===== src/rtl/ysyx_22050710_lsu_pkg.sv =====
// Shared types and helpers for the LSU controller and its lane-alignment datapath.
package ysyx_22050710_lsu_pkg;

  typedef enum logic [2:0] {
    MEMOP_LB   = 3'b000,
    MEMOP_LBU  = 3'b001,
    MEMOP_LH   = 3'b010,
    MEMOP_LHU  = 3'b011,
    MEMOP_LW   = 3'b100,
    MEMOP_LWU  = 3'b101,
    MEMOP_LD   = 3'b110,
    MEMOP_NONE = 3'b111
  } memop_e;

  typedef enum logic [1:0] {
    S_IDLE,
    S_REQ,
    S_WAIT,
    S_RESP
  } lsu_state_e;

  // Access size as log2(bytes): the upper two opcode bits encode it directly.
  function automatic logic [1:0] memop_size(memop_e op);
    return op[2:1];
  endfunction

  function automatic logic memop_signed(memop_e op);
    return (op == MEMOP_LB) || (op == MEMOP_LH) || (op == MEMOP_LW);
  endfunction

  function automatic logic [2:0] memop_align_mask(memop_e op);
    case (op[2:1])
      2'd0:    return 3'b000;
      2'd1:    return 3'b001;
      2'd2:    return 3'b011;
      default: return 3'b111;
    endcase
  endfunction

endpackage


===== src/rtl/ysyx_22050710_lsu_align.sv =====
// Combinational byte-lane steering: store strobes/data shifted to the lane offset,
// load data shifted down, truncated to access size and sign/zero-extended.
import ysyx_22050710_lsu_pkg::*;

module ysyx_22050710_lsu_align #(
  parameter int XLEN  = 64,
  parameter int BUS_W = 64,
  parameter int LO_W  = $clog2(BUS_W / 8)
) (
  input  logic [LO_W-1:0]    offset,
  input  logic [2:0]         mem_op,
  input  logic [XLEN-1:0]    wdata,
  input  logic [BUS_W-1:0]   rdata,
  output logic [BUS_W/8-1:0] wmask,
  output logic [BUS_W-1:0]   wdata_bus,
  output logic [XLEN-1:0]    rdata_ext
);

  logic [1:0]         size_log2;
  logic               sign_en;
  logic [BUS_W/8-1:0] base_mask;
  logic [BUS_W-1:0]   shifted;
  logic [63:0]        word;
  logic [63:0]        ext;

  always_comb begin
    size_log2 = memop_size(memop_e'(mem_op));
    sign_en   = memop_signed(memop_e'(mem_op));
    base_mask = '0;
    for (int i = 0; i < BUS_W / 8; i++) begin
      base_mask[i] = (i < (1 << size_log2));
    end
    wmask     = base_mask << offset;
    wdata_bus = BUS_W'(wdata) << {offset, 3'b000};
    shifted   = rdata >> {offset, 3'b000};
    word      = 64'(shifted);
    // ld needs no extension; with XLEN=32 it never reaches here as a trapped access.
    case (size_log2)
      2'd0:    ext = {{56{sign_en & word[7]}},  word[7:0]};
      2'd1:    ext = {{48{sign_en & word[15]}}, word[15:0]};
      2'd2:    ext = {{32{sign_en & word[31]}}, word[31:0]};
      default: ext = word;
    endcase
    rdata_ext = ext[XLEN-1:0];
  end

endmodule


===== src/rtl/ysyx_22050710_lsu_ctrl.sv =====
// Handshaked load/store unit with one outstanding access and a bounded wait.
// Define LSU_MISALIGN_TRAP_EN to fault misaligned accesses instead of aligning them down.
import ysyx_22050710_lsu_pkg::*;

module ysyx_22050710_lsu_ctrl #(
  parameter int XLEN        = 64,
  parameter int ADDR_W      = 64,
  parameter int BUS_W       = 64,
  parameter int TIMEOUT_CYC = 255
) (
  input  logic               i_clk,
  input  logic               i_rst_n,
  input  logic               i_req_valid,
  output logic               o_req_ready,
  input  logic [ADDR_W-1:0]  i_addr,
  input  logic [XLEN-1:0]    i_wdata,
  input  logic [2:0]         i_MemOP,
  input  logic               i_WrEn,
  output logic               o_rsp_valid,
  input  logic               i_rsp_ready,
  output logic [XLEN-1:0]    o_rdata,
  output logic               o_err,
  output logic               o_mem_req_valid,
  input  logic               i_mem_req_ready,
  output logic [ADDR_W-1:0]  o_mem_addr,
  output logic               o_mem_we,
  output logic [BUS_W-1:0]   o_mem_wdata,
  output logic [BUS_W/8-1:0] o_mem_wmask,
  input  logic               i_mem_rsp_valid,
  input  logic [BUS_W-1:0]   i_mem_rdata,
  input  logic               i_mem_err
);

  localparam int LO_W  = $clog2(BUS_W / 8);
  localparam int CNT_W = $clog2(TIMEOUT_CYC + 1);

  lsu_state_e         state;
  logic [CNT_W-1:0]   cnt;
  logic [CNT_W-1:0]   cnt_nxt;
  logic               timeout;
  memop_e             req_op;
  memop_e             lat_op;
  logic               lat_we;
  logic [LO_W-1:0]    lat_lo;
  logic [2:0]         align_mask;
  logic [ADDR_W-1:0]  addr_aligned;
  logic [LO_W-1:0]    cur_lo;
  logic [2:0]         cur_op;
  logic [BUS_W/8-1:0] al_wmask;
  logic [BUS_W-1:0]   al_wdata;
  logic [XLEN-1:0]    al_rdata;

  assign req_op       = memop_e'(i_MemOP);
  assign align_mask   = memop_align_mask(req_op);
  assign addr_aligned = i_addr & ~ADDR_W'(align_mask);
  assign cnt_nxt      = cnt + CNT_W'(1);
  assign timeout      = (cnt_nxt == CNT_W'(TIMEOUT_CYC));

`ifdef LSU_MISALIGN_TRAP_EN
  logic misalign;
  assign misalign = (|(i_addr[2:0] & align_mask)) ||
                    ((XLEN == 32) && (memop_size(req_op) == 2'd3));
`endif

  // One steering unit serves both directions: request fields in IDLE, latched ones afterwards.
  assign cur_lo = (state == S_IDLE) ? addr_aligned[LO_W-1:0] : lat_lo;
  assign cur_op = (state == S_IDLE) ? i_MemOP : lat_op;

  ysyx_22050710_lsu_align #(
    .XLEN  (XLEN),
    .BUS_W (BUS_W),
    .LO_W  (LO_W)
  ) u_align (
    .offset    (cur_lo),
    .mem_op    (cur_op),
    .wdata     (i_wdata),
    .rdata     (i_mem_rdata),
    .wmask     (al_wmask),
    .wdata_bus (al_wdata),
    .rdata_ext (al_rdata)
  );

  always_ff @(posedge i_clk) begin
    if (!i_rst_n) begin
      state           <= S_IDLE;
      cnt             <= '0;
      lat_op          <= MEMOP_LB;
      lat_we          <= 1'b0;
      lat_lo          <= '0;
      o_req_ready     <= 1'b1;
      o_rsp_valid     <= 1'b0;
      o_rdata         <= '0;
      o_err           <= 1'b0;
      o_mem_req_valid <= 1'b0;
      o_mem_addr      <= '0;
      o_mem_we        <= 1'b0;
      o_mem_wdata     <= '0;
      o_mem_wmask     <= '0;
    end else begin
      case (state)
        S_IDLE: begin
          if (i_req_valid) begin
            lat_op      <= req_op;
            lat_we      <= i_WrEn;
            lat_lo      <= addr_aligned[LO_W-1:0];
            cnt         <= '0;
            o_req_ready <= 1'b0;
            if (req_op == MEMOP_NONE) begin
              state       <= S_RESP;
              o_rsp_valid <= 1'b1;
              o_rdata     <= '0;
              o_err       <= 1'b0;
            end
`ifdef LSU_MISALIGN_TRAP_EN
            else if (misalign) begin
              state       <= S_RESP;
              o_rsp_valid <= 1'b1;
              o_rdata     <= '0;
              o_err       <= 1'b1;
            end
`endif
            else begin
              state           <= S_REQ;
              o_mem_req_valid <= 1'b1;
              o_mem_addr      <= {addr_aligned[ADDR_W-1:LO_W], {LO_W{1'b0}}};
              o_mem_we        <= i_WrEn;
              o_mem_wdata     <= al_wdata;
              o_mem_wmask     <= al_wmask;
            end
          end
        end

        // Timeout wins over a same-cycle handshake so the counter never passes its limit.
        S_REQ: begin
          if (timeout) begin
            state           <= S_RESP;
            o_mem_req_valid <= 1'b0;
            o_rsp_valid     <= 1'b1;
            o_rdata         <= '0;
            o_err           <= 1'b1;
          end else begin
            cnt <= cnt_nxt;
            if (i_mem_req_ready) begin
              state           <= S_WAIT;
              o_mem_req_valid <= 1'b0;
            end
          end
        end

        S_WAIT: begin
          if (i_mem_rsp_valid) begin
            state       <= S_RESP;
            o_rsp_valid <= 1'b1;
            o_err       <= i_mem_err;
            o_rdata     <= (lat_we || i_mem_err) ? '0 : al_rdata;
          end else if (timeout) begin
            state       <= S_RESP;
            o_rsp_valid <= 1'b1;
            o_rdata     <= '0;
            o_err       <= 1'b1;
          end else begin
            cnt <= cnt_nxt;
          end
        end

        S_RESP: begin
          if (i_rsp_ready) begin
            state       <= S_IDLE;
            o_rsp_valid <= 1'b0;
            o_req_ready <= 1'b1;
          end
        end

        default: state <= S_IDLE;
      endcase
    end
  end

endmodule


===== config.mk =====
export PLATFORM = sky130hd
export DESIGN_NAME = ysyx_22050710_lsu_ctrl
export DESIGN_NICKNAME = d
export VERILOG_FILES = /design/src/rtl/ysyx_22050710_lsu_pkg.sv /design/src/rtl/ysyx_22050710_lsu_align.sv /design/src/rtl/ysyx_22050710_lsu_ctrl.sv
export SDC_FILE = /design/constraint.sdc
export NUM_CORES = 1
export LEC_CHECK = 0
export CORE_ASPECT_RATIO = 0.6
export CORE_MARGIN = 2
export CORE_UTILIZATION = 35
export DETAILED_ROUTE_END_ITERATION = 7
export PLACE_DENSITY = 0.72
export SLEW_MARGIN = 0
export SYNTH_ARGS = -nofsm -noshare
export SYNTH_HDL_FRONTEND = slang
export SYNTH_SLANG_ARGS = --single-unit

===== constraint.sdc =====
create_clock -name i_clk -period 3.7 [get_ports i_clk]
set_clock_uncertainty 0.1 [all_clocks]
set_input_delay 1.11 -clock i_clk [delete_from_list [all_inputs] [get_ports i_clk]]
set_output_delay 1.11 -clock i_clk [all_outputs]
set_load 0.01 [all_outputs]

Word level (Yosys, flattened, before mapping) --
Index checks and enable logic that the tools add are counted.
Operators by class: add/subtract/negate cells 1, magnitude comparators 8, equal/unequal tests 18, shifts and indexed selects 4, muxes and demuxes 41, bitwise gates (word level) 6, reduce and logical (&&, ||, !) cells 18
Operators with widths (number):
- $pmux W64 S3 | 2
- $mux W64 | 5
- $lt A4 B32 Y1 const A | 4
- $and A64 B64 Y64 | 1
- $lt A3 B32 Y1 const A | 2
- $not A3 Y64 | 1
- $shl A64 B6 Y64 | 1
- $shr A64 B6 Y64 | 1
- $lt A1 B32 Y1 const A | 1
- $lt A2 B32 Y1 const A | 1
- $shl A1 B2 Y32 const A | 1
- $mux W8 | 3
- $pmux W8 S3 | 1
- $mux W1 | 15
- $reduce_and A3 Y1 | 5
- $mux W2 | 7
- $pmux W3 S3 | 1
- $add A8 B1 Y8 const B | 1
- $eq A2 B2 Y1 const B | 4
- $eq A8 B8 Y1 const B | 1
- $ne A2 B2 Y1 const B | 4
- $pmux W2 S4 | 1
- $reduce_and A4 Y1 | 2
- $shl A8 B3 Y8 | 1
- other kinds (17) | 30
Word-level totals: bits in registers 219, bits of input ports 203, output and inout port bits 205

Depth between registers and ports, before layout --
depth in word-level cells 11, mapped depth 12, mapped depth without buffers 9

Cells and area by module --
From an unflattened synthesis, not the netlist that was laid out.
Unflattened totals: cell total of the unflattened synthesis 1824, area total of the unflattened synthesis 13663.1 sq um
Modules (own cells, without submodules):
- ysyx_22050710_lsu_ctrl | times used 1, cells each 1238, area each 9664.3 sq um
- ysyx_22050710_lsu_align | times used 1, cells each 586, area each 3998.8 sq um

Worst setup path after synthesis --
OpenSTA, ideal clock, no wires.
path type input-to-reg, from input port i_MemOP[2], to register o_rdata[36], arrival 2.906 ns, data required time 3.477 ns, setup slack 0.571 ns, cell stages on the path 9, path through buf_2 nand3b_1 nand2_1 mux2_2 o211ai_1 a32oi_1 a32oi_1 buf_2 o21ai_0
On the way: longest elaborated chain between the ends 11
RTL lines:
- start, declared | RTL line ysyx_22050710_lsu_ctrl.sv:17 | input logic [2:0] i_MemOP,
- $eq A2 B2 Y1, or another cell as far along | RTL line ysyx_22050710_lsu_pkg.sv:32 | case (op[2:1])
- $pmux W3 S3 | RTL line ysyx_22050710_lsu_pkg.sv:32
- $not A3 Y64 | RTL line ysyx_22050710_lsu_ctrl.sv:55 | assign addr_aligned = i_addr & ~ADDR_W'(align_mask);
- $and A64 B64 Y64 | RTL line ysyx_22050710_lsu_ctrl.sv:55
- $mux W3 | RTL line ysyx_22050710_lsu_ctrl.sv:66 | assign cur_lo = (state == S_IDLE) ? addr_aligned[LO_W-1:0] : lat_lo;
- $shr A64 B6 Y64 | RTL line ysyx_22050710_lsu_align.sv:35 | shifted = rdata >> {offset, 3'b000};
- $and A1 B1 Y1, on equally long branches | RTL line ysyx_22050710_lsu_align.sv:41, ysyx_22050710_lsu_align.sv:39, ysyx_22050710_lsu_align.sv:40
- $pmux W64 S3 | RTL line ysyx_22050710_lsu_align.sv:38 | case (size_log2)
- $mux W64 | RTL line ysyx_22050710_lsu_ctrl.sv:155 | o_rdata <= (lat_we || i_mem_err) ? '0 : al_rdata;
- $mux W64 | RTL line ysyx_22050710_lsu_ctrl.sv:151 | if (i_mem_rsp_valid) begin
- $pmux W64 S3 | RTL line ysyx_22050710_lsu_ctrl.sv:100 | case (state)
- end signal, assigned | RTL line ysyx_22050710_lsu_ctrl.sv:155
- end, declared | RTL line ysyx_22050710_lsu_ctrl.sv:21 | output logic [XLEN-1:0] o_rdata,
Several ways; a longest one is shown, not always the timed one. A chain may end at the register's enable or synchronous reset.

Final worst setup path --
from input port i_MemOP[2], to register o_rdata[16]
On the way: longest elaborated chain between the ends 11
RTL lines (RTL line):
- $eq A2 B2 Y1, or another cell as far along | ysyx_22050710_lsu_pkg.sv:32
- $pmux W3 S3 | ysyx_22050710_lsu_pkg.sv:32
- $not A3 Y64 | ysyx_22050710_lsu_ctrl.sv:55
- $and A64 B64 Y64 | ysyx_22050710_lsu_ctrl.sv:55
- $mux W3 | ysyx_22050710_lsu_ctrl.sv:66
- $shr A64 B6 Y64 | ysyx_22050710_lsu_align.sv:35
- $and A1 B1 Y1, on equally long branches | ysyx_22050710_lsu_align.sv:40, ysyx_22050710_lsu_align.sv:39
- $pmux W64 S3 | ysyx_22050710_lsu_align.sv:38
- $mux W64 | ysyx_22050710_lsu_ctrl.sv:155
- $mux W64 | ysyx_22050710_lsu_ctrl.sv:151
- $pmux W64 S3 | ysyx_22050710_lsu_ctrl.sv:100
Several ways; a longest one is shown, not always the timed one.

==> results.cfg <==
[global_route]
grt_util_all_layers_pct = 27.6
first_global_vias = 11704
overflow = 0
antenna_found_initial = 7
grt_pass1_wl_um = 70400
grt_max_degree = 71

[synthesis]
ys_async_sr_fraction_pct = 0
synth_area_um2 = 11100
synth_cells = 1494
synth_ff_type = dfxtp_1
synth_area_per_cell_um2 = 7.41
yosysSeqAreaShare_pct = 39.6
synth_seq_cells = 219
synth_edf_count = 0
yosysUniqueCellTypes = 61
yosys_warnings = 0

[placed_design]
dp_hpwl_um = 36200
dp_cells = 2260
gp_congestion = 0.992
numPortBuffers = 404

[clock_network]
tritoncts = yes
cts.htree.levels = 1
clock_latency_ns = 0.53
post_cts_buffers = 0
clock_tree.root_cell = clkbuf_16
cts_inserted_buffers = 23
cts.sinks = 219
cts_resized = 0
hold_buffers = 0
clock_path_buffers = 3
cts.clk_slew.worst_paths_ns = 0.07

[detailed_routing]
avgViaCountPerCell = 5.55
drc_errors = 0
num_vias = 12803
firstDrtPassIters = 7
postRouteAntennaNets = 0
drt_iter0_drc = 1458
routed_wl_um = 48000
wl_per_cell_um = 20.8

[hold_path]
hp-class = reg -> reg

[die]
die_x_um = 234
die_area_um2 = 33100
fp.dieH_um = 142
initial_core_util_pct = 35.5
pin_count = 408
placementRows = 50
core_area_um2 = 31200

[worst_setup_path]
critPathRequiredTime_ns = 4.05
crit_path_end_kind = register
cp-start-kind = primary input
worstPathMaxFanout = 43
cp.arrival_ns = 3.61
worstSetupPathType = in -> reg

[timing]
tns_ns = 0
tightest_slew_ns = 0.797
hold_violations = 0
period_needed_ns = 3.26
max_freq_mhz = 307
rsz0062_at_grt = false
fin_crit_sh_pct = 88.1
slew_headroom_pct = 46.8
drv_slew = 0
setup_viol = 0
hold_slack_ns = 0.350

[power_and_ir_drop]
power.leakage_nw = 6.42
p_per_area_nw_per_um2 = 623
ir_drop_v = 0.000368

[final_layout]
layout_commonest_cell = nand2_1
final_cell_mix = nand2_1 (410), clkdlybuf4s50_1 (403), dfxtp_1 (219)
drive_above_1_share_pct = 6.74
finalNonFillerCells = 2306
multiInputGateArea_um2 = 6190
syn2layout_area_growth_pct = 49.9
fillerInstances = 2934
seq_area_um2 = 4380
fin_nets = 2078

[status]
outcome = complete, no violations

[flow_run]
cap_violations = 0
-- logic make-up (layout without fill, tap and decap cells) --
kind of cell               Yosys count  in the layout  synth area share, %
muxes                               92             92                 8.38
other                                1              9               0.0339
AOI/OAI and AO/OA                  441            441                 23.8
and+or+nand+nor                    599            599                 22.3
DFF                                219            219                 39.6
buffers and inverters              134            522                 5.04
xor gates and xnor gates             2              2                0.158
adders and majority gates            6              6                0.678
-- routing by layer --
layer | vias up | part of all wire, % | routed length [um] | track usage, %
met5 | - | 0.033 | 16 | 0
met4 | 2 | 2.8 | 1350 | 8.93
met3 | 93 | 11 | 5330 | 6.61
met2 | 747 | 44 | 21000 | 42.2
met1 | 5971 | 42 | 20300 | 38.1
li1 | 5990 | - | - | -
-- Yosys cell counts, types with 5 or more instances --
master     instances  area share, %
nand2_1          412             14
dfxtp_1          219             40
a21oi_1          186            8.4
o21ai_0          101            4.6
mux2i_1           87            7.9
nor2_1            77            2.6
clkbuf_1          76            2.6
nand3_1           58            2.6
a22oi_1           35            2.4
a31oi_1           26            1.5
buf_2             26            1.2
buf_1             20           0.68
and3_1            19            1.1
a32oi_1           14            1.1
o21ai_1           10           0.45
o22ai_1           10           0.57
a311oi_1           9           0.71
o21a_1             9           0.61
a222oi_1           7           0.63
a32o_1             7           0.63
o2bb2ai_1          7           0.55
ha_1               6           0.68
inv_1              6           0.20
nor3_1             6           0.27
and2_1             5           0.28
mux2_2             5           0.51
nor2b_1            5           0.28
-- sequential cells by signal, summed over array words and instances (netlist names) --
name / cells
o_mem_req_valid: 1
lat_lo: 3
o_mem_wmask: 8
o_mem_addr: 61
o_rdata: 64
o_rsp_valid: 1
o_mem_wdata: 64
cnt: 8
state: 2
o_req_ready: 1
o_err: 1
lat_we: 1
o_mem_we: 1
lat_op: 3
-- report_power, final --
part | leakage (nW) | switching (W) | internal [W]
clock | 0.348 | 0.000991 | 0.00128
sequential | 1.79 | 0.000224 | 0.00272
combinational | 4.28 | 0.00302 | 0.00209
-- critical path, cell delays in order --
cell and delay [ns]:
clkdlybuf4s50_1 0.51, nand4bb_1 0.33, buf_4 0.21, nand2_4 0.15, buf_12 0.25, nand2_1 0.10
a21oi_1 0.32, o21ai_0 0.19, buf_4 0.17, a311oi_1 0.24
-- path summary, 6_finish.rpt --
kind / end / cells past startpoint / slack (ns) / startpoint
worst max-delay path: o_rdata[16] / 10 / 0.44 / i_MemOP[2]
worst min-delay path: o_mem_addr[7] / 2 / 0.35 / o_mem_addr[7]
worst max register to register: o_rdata[30] / 9 / 0.68 / cnt[0]
worst min register to register: o_mem_addr[7] / 2 / 0.35 / o_mem_addr[7]
-- stage by stage --
step / total power (W) / setup slack [ns] / area [um2] / utilization (%)
CTS: 0.0103 / 0.546 / 16600 / 53.2
floorplan: 0.00570 / 0.571 / 11100 / -
finish: 0.0103 / 0.440 / 16600 / 53.2
global route: 0.0109 / 0.289 / 16600 / 53.2
detailed placement: 0.00799 / 0.0154 / 15900 / 50.9
global placement: 0.00794 / -0.0162 / 15900 / 50.9
-- layout make-up --
class / count / area share [%]
multi-input combinational: 1143 / 37.3
timing repair buffer: 475 / 28.5
sequential: 219 / 26.4
clock buffer: 33 / 3.88
tap: 416 / 3.14
clock inverter: 7 / 0.422
inverter: 7 / 0.174
antenna: 6 / 0.0905
Power figures use the tool's default switching activity.
